[src/rtl/assoc_kv_store.sv]
// Associative key/value store: lookup, write, delete and clear over a
// valid/ready command channel, with results returned on a valid/ready
// response channel. Each command is resolved by a linear scan of all entries.

// One storage slot: valid flag plus key/value payload.
module kv_entry #(
    parameter int KEY_W = 32,
    parameter int VAL_W = 32
) (
    input  logic             clk,
    input  logic             rst,
    input  logic             clr,
    input  logic             wr_en,
    input  logic             del_en,
    input  logic [KEY_W-1:0] wr_key,
    input  logic [VAL_W-1:0] wr_val,
    output logic             valid,
    output logic [KEY_W-1:0] key,
    output logic [VAL_W-1:0] val
);

    // Valid flag: reset and clear dominate, then insert/overwrite, then delete.
    always_ff @(posedge clk) begin
        if (rst || clr)  valid <= 1'b0;
        else if (wr_en)  valid <= 1'b1;
        else if (del_en) valid <= 1'b0;
    end

    // Payload needs no reset; it is only observed while valid is set.
    always_ff @(posedge clk) begin
        if (wr_en) begin
            key <= wr_key;
            val <= wr_val;
        end
    end

endmodule

module assoc_kv_store #(
    parameter int KEY_W = 32,
    parameter int VAL_W = 32,
    parameter int DEPTH = 8
) (
    input  logic                       clk,
    input  logic                       rst,
    input  logic                       cmd_valid,
    output logic                       cmd_ready,
    input  logic [1:0]                 cmd_op,
    input  logic [KEY_W-1:0]           cmd_key,
    input  logic [VAL_W-1:0]           cmd_val,
    output logic                       rsp_valid,
    input  logic                       rsp_ready,
    output logic                       rsp_hit,
    output logic [VAL_W-1:0]           rsp_val,
    output logic                       rsp_full,
    output logic [$clog2(DEPTH+1)-1:0] count
);

    localparam int IDX_W = $clog2(DEPTH);
    localparam int CNT_W = $clog2(DEPTH+1);

    // Opcodes; 2'b00 is lookup, which needs no table update.
    localparam logic [1:0] OP_WRITE  = 2'b01;
    localparam logic [1:0] OP_DELETE = 2'b10;
    localparam logic [1:0] OP_CLEAR  = 2'b11;

    typedef enum logic [1:0] {IDLE, SCAN, RESP} state_t;

    typedef struct packed {
        logic [1:0]       op;
        logic [KEY_W-1:0] key;
        logic [VAL_W-1:0] val;
    } cmd_t;

    typedef struct packed {
        logic             hit;
        logic [VAL_W-1:0] val;
        logic             full;
    } rsp_t;

    state_t state, state_nxt;
    cmd_t   cmd_q;
    rsp_t   rsp_q;

    logic [IDX_W-1:0] idx;
    logic             hit_q, free_q;
    logic [IDX_W-1:0] hit_idx_q, free_idx_q;

    logic                         cmd_fire;
    logic [DEPTH-1:0]             ent_valid;
    logic [DEPTH-1:0][KEY_W-1:0]  ent_key;
    logic [DEPTH-1:0][VAL_W-1:0]  ent_val;

    logic             match_now;
    logic             hit_fin, free_fin;
    logic [IDX_W-1:0] hit_idx_fin, free_idx_fin, wr_slot;
    logic             scan_done;
    logic             do_write, do_insert, do_delete, do_clear;

    // Handshake qualifiers; cmd_ready is held low while reset is asserted.
    assign cmd_ready = (state == IDLE) && !rst;
    assign rsp_valid = (state == RESP);
    assign cmd_fire  = cmd_valid && cmd_ready;

    assign rsp_hit  = rsp_q.hit;
    assign rsp_val  = rsp_q.val;
    assign rsp_full = rsp_q.full;

    // Storage slots; each gets its own write/delete strobe from the scan result.
    for (genvar i = 0; i < DEPTH; i++) begin : g_ent
        kv_entry #(.KEY_W(KEY_W), .VAL_W(VAL_W)) u_ent (
            .clk    (clk),
            .rst    (rst),
            .clr    (do_clear),
            .wr_en  (do_write  && (wr_slot     == IDX_W'(i))),
            .del_en (do_delete && (hit_idx_fin == IDX_W'(i))),
            .wr_key (cmd_q.key),
            .wr_val (cmd_q.val),
            .valid  (ent_valid[i]),
            .key    (ent_key[i]),
            .val    (ent_val[i])
        );
    end

    // Fold the current slot into the running scan result; lowest index wins
    // for both match and free slot because earlier hits are kept.
    always_comb begin
        match_now    = ent_valid[idx] && (ent_key[idx] == cmd_q.key);
        hit_fin      = hit_q || match_now;
        hit_idx_fin  = hit_q ? hit_idx_q : idx;
        free_fin     = free_q || !ent_valid[idx];
        free_idx_fin = free_q ? free_idx_q : idx;
        scan_done    = (state == SCAN) && (idx == IDX_W'(DEPTH-1));
        do_write     = scan_done && (cmd_q.op == OP_WRITE) && (hit_fin || free_fin);
        do_insert    = do_write && !hit_fin;
        do_delete    = scan_done && (cmd_q.op == OP_DELETE) && hit_fin;
        do_clear     = cmd_fire && (cmd_op == OP_CLEAR);
        wr_slot      = hit_fin ? hit_idx_fin : free_idx_fin;
    end

    // State register.
    always_ff @(posedge clk) begin
        if (rst) state <= IDLE;
        else     state <= state_nxt;
    end

    // Next state: clear completes on accept, everything else walks the table.
    always_comb begin
        state_nxt = state;
        case (state)
            IDLE:    if (cmd_fire)  state_nxt = (cmd_op == OP_CLEAR) ? RESP : SCAN;
            SCAN:    if (scan_done) state_nxt = RESP;
            RESP:    if (rsp_ready) state_nxt = IDLE;
            default: state_nxt = IDLE;
        endcase
    end

    // Command latch and scan bookkeeping.
    always_ff @(posedge clk) begin
        if (rst) begin
            cmd_q      <= '0;
            idx        <= '0;
            hit_q      <= 1'b0;
            free_q     <= 1'b0;
            hit_idx_q  <= '0;
            free_idx_q <= '0;
        end else if (cmd_fire) begin
            cmd_q  <= '{op: cmd_op, key: cmd_key, val: cmd_val};
            idx    <= '0;
            hit_q  <= 1'b0;
            free_q <= 1'b0;
        end else if (state == SCAN) begin
            if (!scan_done) idx <= idx + IDX_W'(1);
            hit_q      <= hit_fin;
            hit_idx_q  <= hit_idx_fin;
            free_q     <= free_fin;
            free_idx_q <= free_idx_fin;
        end
    end

    // Response and occupancy update on the edge that enters RESP; both hold
    // steady through backpressure because nothing else writes them.
    always_ff @(posedge clk) begin
        if (rst) begin
            rsp_q <= '0;
            count <= '0;
        end else if (do_clear) begin
            rsp_q <= '0;
            count <= '0;
        end else if (scan_done) begin
            rsp_q.hit  <= hit_fin;
            rsp_q.val  <= hit_fin ? ent_val[hit_idx_fin] : '0;
            rsp_q.full <= (cmd_q.op == OP_WRITE) && !hit_fin && !free_fin;
            if (do_insert)      count <= count + CNT_W'(1);
            else if (do_delete) count <= count - CNT_W'(1);
        end
    end

endmodule

[config.mk]
export PLATFORM = sky130hd
export DESIGN_NAME = assoc_kv_store
export DESIGN_NICKNAME = d
export VERILOG_FILES = /design/src/rtl/assoc_kv_store.sv
export SDC_FILE = /design/constraint.sdc
export NUM_CORES = 1
export LEC_CHECK = 0
export BUFFER_PORTS_ARGS = -buffer_cell sky130_fd_sc_hd__buf_2
export CORE_UTILIZATION = 50
export CTS_CLUSTER_SIZE = 20
export DETAILED_ROUTE_END_ITERATION = 7
export PLACE_DENSITY = 0.76
export SLEW_MARGIN = 0
export SYNTH_ARGS = -nofsm -noshare
export SYNTH_HDL_FRONTEND = slang
export SYNTH_SLANG_ARGS = --single-unit
export TNS_END_PERCENT = 30
[constraint.sdc]
create_clock -name clk -period 4.7 [get_ports clk]
set_input_delay 0.94 -clock clk [delete_from_list [all_inputs] [get_ports clk]]
set_output_delay 0.94 -clock clk [all_outputs]
set_load 0.01 [all_outputs]
==> qor.yml <==
dr_total_vias: 15060
cts_tree: "done"
worstMarginPinSlew_ns: 1.206
grt_overflow_total: 0
critPathArrivalTime_ns: 4.68
nets: 2014
die_y_um: 225.8
syn2layout_area_growth_pct: 14.37
cts.repair.resized: 0
ant_nets: 0
synth_fp_nets: 1911
grt_max_degree: 91
max_freq_mhz: 228.5
dp_hpwl_um: 31450
cts_root_buffer: "clkbuf_16"
peakVddDrop_uv: 361.2
num_io_pins: 110
critical_path.top_delay_family: "simple AND/OR/NAND/NOR gates"
slowest_delay_ns: 0.73
startpoint: "idx[2]$_SDFFE_PP0P_"
post-place-ws_ns: 0.4049
detail_route.first_pass.iterations: 5
final_cell_mix: "512 x edfxtp_1, 375 x nand2_1, 163 x nand3_1, 123 x dfxtp_1, 113 x o21ai_0"
p_clk_share_pct: 42.4
drc: 0
cts_setup_buffers: 0
num_rows: 81
cts.path.max_buffers: 3
swShare_pct: 21.58
worstSetupPathType: "flop to flop"
wl_per_cell_um: 20.55
grtUsageTotal_pct: 21.78
crit_slowest_cell: "dfxtp_1"
critPathBufInv: 2
clock_skew_ns: 0.02114
grt_pass1_wl_um: 84760
status: "finished clean"
drt_iter0_drc: 1552
synthesis.area_um2: 25040
antenna_found_initial: 1
ctsHtreeMaxLevel: 2
grt_pass1_vias: 15180
synth_top_area_share_pct: 61.39
relSlewSlack_pct: 19.59
start_util_pct: 50.95
critPathRequiredTime_ns: 5.00
hold_buffers: 0
p_switching_mw: 2.597
die_x_um: 225.8
total_power_mw: 12.03
viasPerCell: 5.671
hold_viol_final: 0
ys.flop_type: "edfxtp_1"
numCtsBuffers: 61
combPwrFrac_pct: 5.0
fin_crit_sh_pct: 93.10
synth_edf_count: 512
critPathMaxFanout: 23
worstSetupStartpointType: "flop"
yosysTopAreaCell: "edfxtp_1"
wirelength_um: 54580
fp.dieArea_um2: 50990
power_density_nw_per_um2: 420.1
yosysSeqAreaShare_pct: 71.38
hold_path.class: "flop to flop"
rsz0062_at_grt: "no"
numClockSinks: 637
seqPwrFrac_pct: 52.6
path_clk_slew_ns: 0.06
ys_warn_count: 0
synth_seq_cells: 637
p_leak_nw: 10.06
core_area_um2: 49150
finalMaxSlewViolations: 0
synth_area_per_cell_um2: 13.64
synthArstFlopShare_pct: 0
ys_top_cells_by_area: "edfxtp_1 61%, dfxtp_1 10%, nand2_1 5.7%, mux4_2 4.0%, nand3_1 3.3%"
cp_cell_sequence: "nor2b_1, a22o_1, nor3_1, or3b_1, or4_1, o41ai_4, buf_4, nor3b_4, a32o_4, buf_12"
intPower_mw: 9.437
final_common_cell: "edfxtp_1"
port_buffers: 109
insertion_delay_ns: 0.62
cap_violations: 0
period_needed_ns: 4.376
drive_gt1_share_pct: 17.12
reg2reg_from: "idx[2]$_SDFFE_PP0P_"
end_kind: "flop"
setup_viol: 0
synth_cells: 1836
gp_congestion: 0.8336
synth_cell_type_count: 65
min-delay-start: "rsp_full$_SDFFE_PP0P_"
setup_slack_ns: 0.3245
diodes: 0
synthesized netlist by cell type, types with 4 or more instances:
cell type / count
a31oi_1: 4
a22o_1: 6
nand2_1: 378
nand4_1: 4
mux2_2: 18
o21ai_0: 113
a211oi_1: 4
edfxtp_1: 512
a21oi_1: 16
nor2_1: 54
buf_4: 6
clkbuf_1: 80
xor2_1: 14
buf_2: 6
o22ai_1: 7
dfxtp_1: 125
inv_1: 7
mux4_2: 45
nand2b_1: 72
buf_1: 10
nand3_1: 163
xnor2_1: 14
nor3_1: 15
mux2i_1: 51
ha_1: 4
nor2b_1: 7
or3_1: 4
a22oi_1: 40
buf_6: 8
final cells by class:
class | count | area [um2]
inverter | 8 | 30.03
tap | 664 | 830.8
clock buffer | 81 | 1715
timing repair buffer | 151 | 1049
sequential | 637 | 17880
fill | 3715 | 20510
multi-input combinational | 1080 | 6720
clock inverter | 35 | 412.9
path summary, 6_finish.rpt:
| kind | end | slack [ns] | cells past startpoint |
|---|---|---|---|
| worst max register to register | g_ent[2].u_ent.val[7]$_DFFE_PP_ | 0.32 | 10 |
| worst min register to register | rsp_full$_SDFFE_PP0P_ | 0.47 | 2 |
| worst max-delay path | g_ent[2].u_ent.val[7]$_DFFE_PP_ | 0.32 | 10 |
| worst min-delay path | rsp_full$_SDFFE_PP0P_ | 0.47 | 2 |
routing by layer:
| layer | GRT usage (%) | wire (um) | part of all wire, % |
|---|---|---|---|
| met3 | 3.149 | 3508 | 6.4 |
| met5 | 0 | 0 | 0 |
| met2 | 36.38 | 26550 | 49 |
| met1 | 29.15 | 22940 | 42 |
| met4 | 7.724 | 1580 | 2.9 |
power by group through the flow:
stage                     registers [mW]  logic (mW)  clock network (mW)
after floorplan                     6.37       0.467                   0
after detailed placement            6.45       0.603                   0
after global routing                6.34       0.673                5.39
after global placement              6.44       0.583                   0
final                               6.33       0.604                5.10
after CTS                           6.33       0.607                5.18
through the flow:
| stage | instances | hold slack (ns) | util [%] | TNS, ns | cell area (um2) |
|---|---|---|---|---|---|
| final | 2656 | 0.4661 | 58.27 | 0 | 28640 |
| after global routing | 2656 | 0.4913 | 58.27 | 0 | 28640 |
| after CTS | 2656 | 0.4699 | 58.27 | 0 | 28640 |
| after detailed placement | 2540 | 0.4608 | 53.94 | 0 | 26510 |
| after global placement | 2540 | 0.4475 | 53.94 | 0 | 26510 |
| after floorplan | 1836 | 0.4465 | - | -4.386 | 25050 |
state kept, by name, indices dropped and copies added, names as in the netlist:
register / cells
rsp_hit: 1
free_idx_q: 3
rsp_full: 1
idx: 3
state: 2
count: 4
hit_idx_q: 3
g_ent.u_ent.valid: 8
rsp_val: 32
g_ent.u_ent.val: 256
cmd_q: 66
free_q: 1
hit_q: 1
g_ent.u_ent.key: 256
cell families (layout without fill, tap and decap cells):
logic type | Yosys count | count (layout) | share of synthesized area (%)
AOI/OAI and AO/OA | 214 | 214 | 5.261
xor gates and xnor gates | 28 | 28 | 0.9792
adders and majority gates | 5 | 5 | 0.2798
buffers and inverters | 119 | 275 | 2.188
DFF | 637 | 637 | 71.38
muxes | 116 | 116 | 7.059
and+or+nand+nor | 717 | 717 | 12.85
worst min-delay path, delay by kind of cell, from the launching register on:
kind / cells / cell delay, ns
AO/OA/AOI/OAI: 1 / 0.05
flip-flops: 1 / 0.31
AND/OR/NAND/NOR: 1 / 0.06
Note: power is estimated with default switching activity, not from simulation.
